## config.mk

```make
export PLATFORM = sky130hd
export DESIGN_NAME = load_store_unit
export DESIGN_NICKNAME = d
export VERILOG_FILES = /design/src/rtl/load_store_unit.sv
export SDC_FILE = /design/constraint.sdc
export NUM_CORES = 1
export LEC_CHECK = 0
export BUFFER_PORTS_ARGS = -buffer_cell sky130_fd_sc_hd__buf_4
export CORE_AREA = 5 5 147 149
export DETAILED_ROUTE_END_ITERATION = 12
export DIE_AREA = 0 0 152 154
export GPL_TIMING_DRIVEN = 0
export PLACE_DENSITY = 0.66
export SLEW_MARGIN = 25
export SYNTH_ARGS = -nofsm -noshare
export SYNTH_HDL_FRONTEND = slang
export SYNTH_SLANG_ARGS = --single-unit
```

## constraint.sdc

```tcl
create_clock -name clk -period 5.2 [get_ports clk]
set_input_delay 0.26 -clock clk [delete_from_list [all_inputs] [get_ports clk]]
set_output_delay 0.26 -clock clk [all_outputs]
set_load 0.01 [all_outputs]
```

## src/rtl/load_store_unit.sv

```systemverilog
// rtl/load_store_unit.sv - byte-addressed load/store front end for a word-wide data memory
// Sub-word stores use read-modify-write because the memory has only a full-word write enable.
module load_store_unit (
  input  logic        clk,
  input  logic        reset,
  input  logic        req_valid,
  output logic        req_ready,
  input  logic        req_write,
  input  logic [1:0]  req_size,
  input  logic        req_signed,
  input  logic [31:0] req_addr,
  input  logic [31:0] req_wdata,
  output logic        resp_valid,
  output logic [31:0] resp_rdata,
  output logic        resp_err,
  output logic        mem_we,
  output logic [31:0] mem_address,
  output logic [31:0] mem_write_data,
  input  logic [31:0] mem_read_data
);

  typedef enum logic [1:0] {IDLE, READ, WRITE, RESP} state_t;

  state_t      state;
  logic        write_q;
  logic        signed_q;
  logic [1:0]  size_q;
  logic [31:0] addr_q;
  logic [31:0] wdata_q;
  logic [31:0] data_q;
  logic [31:0] rdata_q;
  logic        err_q;

  function automatic logic misaligned(input logic [1:0] size, input logic [1:0] off);
    logic m;
    case (size)
      2'b00:   m = 1'b0;
      2'b01:   m = off[0];
      default: m = (off != 2'b00);
    endcase
    return m;
  endfunction

  function automatic logic [31:0] extract(input logic [31:0] word, input logic [1:0] size,
                                          input logic [1:0] off, input logic sgn);
    logic [7:0]  b;
    logic [15:0] h;
    logic [31:0] r;
    b = word[{off, 3'b000} +: 8];
    h = off[1] ? word[31:16] : word[15:0];
    case (size)
      2'b00:   r = sgn ? {{24{b[7]}}, b} : {24'b0, b};
      2'b01:   r = sgn ? {{16{h[15]}}, h} : {16'b0, h};
      default: r = word;
    endcase
    return r;
  endfunction

  // Replace only the addressed lane(s) of the captured word.
  function automatic logic [31:0] merge(input logic [31:0] word, input logic [31:0] wdata,
                                        input logic [1:0] size, input logic [1:0] off);
    logic [31:0] m;
    m = word;
    case (size)
      2'b00: m[{off, 3'b000} +: 8] = wdata[7:0];
      2'b01: begin
        if (off[1]) m[31:16] = wdata[15:0];
        else        m[15:0]  = wdata[15:0];
      end
      default: m = wdata;
    endcase
    return m;
  endfunction

  assign req_ready      = (state == IDLE);
  assign resp_valid     = (state == RESP);
  assign resp_err       = err_q;
  assign resp_rdata     = rdata_q;
  assign mem_we         = (state == WRITE);
  assign mem_address    = {2'b00, addr_q[31:2]};
  assign mem_write_data = mem_we ? merge(data_q, wdata_q, size_q, addr_q[1:0]) : 32'b0;

  always_ff @(posedge clk or posedge reset) begin
    if (reset) begin
      state    <= IDLE;
      write_q  <= 1'b0;
      signed_q <= 1'b0;
      size_q   <= 2'b00;
      addr_q   <= 32'b0;
      wdata_q  <= 32'b0;
      data_q   <= 32'b0;
      rdata_q  <= 32'b0;
      err_q    <= 1'b0;
    end else begin
      case (state)
        IDLE: begin
          if (req_valid) begin
            write_q  <= req_write;
            size_q   <= req_size;
            signed_q <= req_signed;
            addr_q   <= req_addr;
            wdata_q  <= req_wdata;
            rdata_q  <= 32'b0;
            err_q    <= misaligned(req_size, req_addr[1:0]);
            if (misaligned(req_size, req_addr[1:0]))
              state <= RESP;
            else if (!req_write || req_size == 2'b00 || req_size == 2'b01)
              state <= READ;
            else
              state <= WRITE;
          end
        end
        READ: begin
          data_q <= mem_read_data;
          if (!write_q) begin
            rdata_q <= extract(mem_read_data, size_q, addr_q[1:0], signed_q);
            state   <= RESP;
          end else begin
            state <= WRITE;
          end
        end
        WRITE: state <= RESP;
        RESP: begin
          err_q   <= 1'b0;
          rdata_q <= 32'b0;
          state   <= IDLE;
        end
        default: state <= IDLE;
      endcase
    end
  end

endmodule
```

---- Word-level counts from Yosys, hierarchy flattened ----
Index checks and enable logic that the tools add are counted.
cells by class
  mux-type cells .......................... 21
  reduce and logical (&&, ||, !) cells .... 12
  add/sub/neg operators ................... 1
  equality and inequality tests ........... 7
  shift-type cells ........................ 3
operators with widths
  operator                number
  $mux 32                 5
  $pmux 32 s2             2
  $pmux 32 s3             1
  $mux 16                 3
  $bwmux 32               1
  $shift 8x7->32 const A  1
  $shiftx 32x6->8         1
  $shiftx 8x7->32         1
  $pmux 2 s4              1
  $neg 5->7               1
  $eq 2x1->1 const B      3
  $logic_not 2->1         3
  $mux 2                  3
  $eq 2x2->1 const B      2
  $ne 2x2->1 const B      2
  $pmux 1 s2              2
  $reduce_and 2->1        2
  $reduce_bool 2->1       2
  $mux 1                  3
  $reduce_and 3->1        1
  $reduce_bool 3->1       1
  $logic_or 1x1->1        2
  $logic_not 1->1         1
storage, ports and cells
  output and inout bits ................... 100
  input bits .............................. 103
  register bits after elaboration ......... 135
  logic and storage cells ................. 53

---- Depth between registers and ports, before layout ----
  depth in word-level cells ............... 7
  depth in mapped cells ................... 9
  gate-level depth less buffers ........... 6

---- Least setup slack after synthesis ----
No wires, ideal clock.
  kind .................................... reg2out
  start point ............................. reg addr_q[1]
  end point ............................... out mem_write_data[24]
  buffers on the path ..................... 2
  arrival ................................. 2.212 ns
  required time ........................... 4.940 ns
  slack ................................... 2.728 ns
  cell stages (with the launch flop) ...... 8
  cells stage by stage .................... dfrtp_1 buf_4 buf_4 inv_1 ha_1 nor4b_2 a221oi_1 nor3_1
on the way
  word-level cells in the longest chain between the ends .. 5
  elaborated cells between the ends (all ways) .. 7
  those cells by class .................... add/sub: 1; shift: 2; mux: 4
ends and longest elaborated chain
  item                                                      RTL line  RTL
  start, declared                                           28        logic [31:0] addr_q;
  start signal, assigned                                    101       addr_q <= req_addr;
  $neg 5->7                                                 65        2'b00: m[{off, 3'b000} +: 8] = wdata[7:0];
  $shiftx 8x7->32 / $shift 8x7->32 (equally long branches)  65
  $bwmux 32                                                 65
  $pmux 32 s2 *                                             64        case (size)
  $mux 32 *                                                 81        assign mem_write_data = mem_we ? merge(data_q, wdata_q, size_q, addr_q[1:0]) : 32'b0;
  end, declared                                             18        output logic [31:0] mem_write_data,
Every way passes the cells marked *; elsewhere a longest branch is shown, timed or not.

---- Worst setup path in the final report ----
  start point ............................. reg addr_q[1]
  end point ............................... out mem_write_data[30]
The elaborated chain is that of the path after synthesis.

==> summary.txt <==
Outcome
  – Status: finished clean

Flow run
  – MaxCap Viol Count: 0

Worst setup path
  – Arr. time, crit path: 3.39 ns
  – Worst Path Buf+Inv: 4
  – Worst setup SP type: flip-flop
  – Crit end category: output port
  – CP Depth: 9
  – CP startpoint: addr_q[1]
  – Worst Path Required: 4.94 ns
  – Crit path to: mem_write_data[30]
  – R2r worst-path depth: 7
  – End of the worst register-to-register path: resp_rdata[22]
  – Worst Setup Path Type: flip-flop to output port
  – Family with the most delay on the worst path: simple AND/OR/NAND/NOR gates
  – Crit-path max FO: 10
  – CP cell instances: buf_4 > buf_4 > inv_1 > ha_1 > nor2_1 > nor4b_2 > a221oi_1 > nor3_1 > buf_4
  – CP max-delay cell: nor4b_2
  – R2r setup slk: 2.89 ns
  – Most used cell, CP: buf_4
  – Worst path max stage delay: 0.68 ns
  – Reg-to-reg startpoint: state[1]

Routing
  – Routed Antenna Nets: 0
  – Initial DRC Count: 457
  – Met3 Routed Length: 2.02 mm
  – DRC: 0
  – Via Count: 5,751
  – 1st-pass router iterations: 5
  – Metal1 wirelength: 9.11 mm
  – Met2 routed WL: 10.9 mm
  – Vias per cell: 5.33
  – DR WL/cell: 20.7 um
  – Highest metal layer with signal wires: met4
  – Drt total wl: 22.4 mm

Global route
  – Largest net degree at the start of global routing: 89
  – Global-route wire length before repair: 34.5 mm
  – Total track usage: 19.0%
  – Vias in the first global route: 5,899
  – Initial antenna violation count: 0
  – Global route overflow: 0

Placement
  – Post-DP Area: 8760 um^2
  – Worst slack at placement: 2.09 ns
  – Number of port buffers: 200
  – Placer congestion estimate: 0.874
  – DP Wirelength: 16.9 mm

Die
  – Starting Density: 34.4%
  – Die Y: 154 um
  – Total core area: 20,000 um^2
  – Site row count: 52
  – Overall die width: 152 um
  – Io pins: 203
  – DIE AREA: 23,400 um^2

Clock tree
  – Cts hold-fix bufs: 1
  – Root buffer cell: clkbuf_16
  – Clk slew on worst S/H paths: 0.06 ns
  – Clk sinks: 135
  – CTS H-Tree Depth: 4
  – Clk buf depth: 2
  – CTS tree: yes
  – Postcts setup bufs: 0
  – Later-pin clock latency in the skew report: 0.42 ns
  – Post-CTS sizing: 0
  – CTS buffer count: 17

Synth
  – Count of different cell masters after synthesis: 46
  – Warnings from Yosys: 0
  – Post-synth top flop: dfrtp_1
  – Area share of the largest cell type after synthesis: 49.1%
  – Sequential area share after synthesis: 49.1%
  – Cell area after synthesis: 6880 um^2
  – Post-synth EDFFs: 0
  – Area contributors post-synth: dfrtp_1 (49%), mux2_2 (19%), buf_4 (3.7%), a221o_1 (3.5%), a221oi_1 (3.1%)
  – Cells after Synth: 573
  – Seq cells post-synth: 135
  – Average cell area after synthesis: 12.0 um^2
  – Asr flop ratio synth: 100%
  – Largest area contributor in the netlist: dfrtp_1

Power
  – Internal: 3.82 mW
  – Reg power frac: 31.6%
  – P_sw: 2.43 mW
  – Leak: 4.27 nW
  – Worst IR Drop VDD: 0.322 mV
  – Clock power share: 18.6%
  – Switching share of total power: 38.9%
  – Power per cell area: 670 nW/um^2
  – Logic gate share of total power: 49.7%

Timing
  – Worst-margin pin slew: 0.896 ns
  – Max Slew Vio Count: 0
  – Layout Skew: 0.00838 ns
  – Final setup fails: 0
  – Final WS setup: 1.55 ns
  – Post-layout min period: 3.65 ns
  – Fmax achieved: 274 MHz
  – Slew margin rel.: 39.8%
  – Hold Fails Final Rpt: 0
  – Final worst path period share: 70.1%
  – RSZ-0062 raised after global routing: false
  – Sum Neg Setup Slack: 0 ns

Final layout
  – Fill count: 1,917
  – Area occupied by multi-input gates: 3060 um^2
  – Layout Area Growth over Synthesis: 35.6%
  – Layout cell share with drive strength beyond 1: 49.9%
  – Register area: 3380 um^2
  – Design area: 9340 um^2
  – N_diodes: 0
  – Final nets: 907

Min path
  – Worst Hold Class: primary input to flip-flop
==> worst min path at each step <==
stage	slack, ns	startpoint	depth (start not counted)	to
floorplan	0.40	mem_read_data[26]	1	resp_rdata[26]
global placement	0.47	resp_rdata[0]	2	resp_rdata[0]
detailed placement	0.28	reset	2	addr_q[28]
CTS	0.05	req_addr[8]	2	addr_q[8]
global route	0.05	req_addr[30]	2	addr_q[30]
finish	0.07	req_addr[8]	2	addr_q[8]
==> power groups by stage <==
stage                     logic [mW]  registers (mW)  clock network [mW]
after floorplan                 2.03            1.82                   0
after global placement          3.06            1.96                   0
after detailed placement        3.11            1.98                   0
after CTS                       3.12            1.96                1.19
after global routing            3.38            2.03                1.25
final                           3.11            1.98                1.17
==> cell type report <==
| cell class | count | area share, % |
|---|---|---|
| tap | 270 | 3.62 |
| buffer | 67 | 4.37 |
| inverter | 12 | 0.563 |
| clock buffer | 18 | 4.60 |
| multi-input combinational | 360 | 32.7 |
| clock inverter | 14 | 1.45 |
| sequential | 135 | 36.2 |
| timing repair buffer | 202 | 16.5 |
==> logic make-up (layout without fill, tap and decap cells) <==
kind of cell | count (synthesis) | after routing | share of synthesized area, %
other cells | 1 | 2 | 0.0545
fa+ha+maj | 9 | 9 | 1.64
flops | 135 | 135 | 49.1
mux | 125 | 125 | 20.5
compound gates | 146 | 146 | 16.3
simple gates | 78 | 78 | 5.83
buf+inv | 79 | 313 | 6.58
==> stage by stage <==
step / utilization, % / std cells / total power, mW / hold slack, ns
after floorplan: - / 574 / 3.85 / 0.405
after global placement: 43.6 / 1044 / 5.02 / 0.466
after detailed placement: 43.7 / 1045 / 5.09 / 0.284
after CTS: 46.6 / 1078 / 6.28 / 0.0481
after global routing: 46.6 / 1078 / 6.65 / 0.0538
final: 46.6 / 1078 / 6.25 / 0.0669
==> synthesized netlist by cell type, types with 3 or more instances <==
cell type,count
a21oi_1,18
a221o_1,24
a221oi_1,24
a222oi_1,6
a22o_1,10
a22oi_1,8
and4_1,3
buf_1,5
buf_2,11
buf_4,34
clkbuf_1,15
dfrtp_1,135
ha_1,9
inv_1,10
mux2_2,115
mux2i_1,8
nand2_1,23
nand2b_1,3
nor2_1,20
nor2b_1,10
nor3_1,9
o21ai_0,17
o21ai_1,5
o221ai_1,9
o22ai_1,19
==> routing by layer <==
metal	GRT usage, %	vias up
li1	-	2597
met1	24.1	2862
met2	30.9	269
met3	6.52	23
met4	5.14	0
met5	0	-
==> registers in the layout, summed over array words and instances, names as in the netlist, 2 cells and up <==
name,flops
state,2
wdata_q,32
size_q,2
resp_rdata,32
data_q,32
addr_q,32
==> cell usage in the layout (no fill, tap or decap), drive strengths merged, types with 2 or more instances in the layout <==
master / n
mux2i: 10
a222oi: 6
a22oi: 8
dfrtp: 135
buf: 253
nor3: 9
clkinvlp: 6
nor2b: 10
o221ai: 9
and4: 3
nand2b: 3
nand2: 23
a221o: 24
mux2: 115
conb: 2
bufinv: 2
nor2: 20
a221oi: 24
a21oi: 19
o21ai: 22
or4b: 2
a22o: 10
inv: 10
o22ai: 19
ha: 9
clkbuf: 33
clkinv: 8
Power figures use the tool's default switching activity.
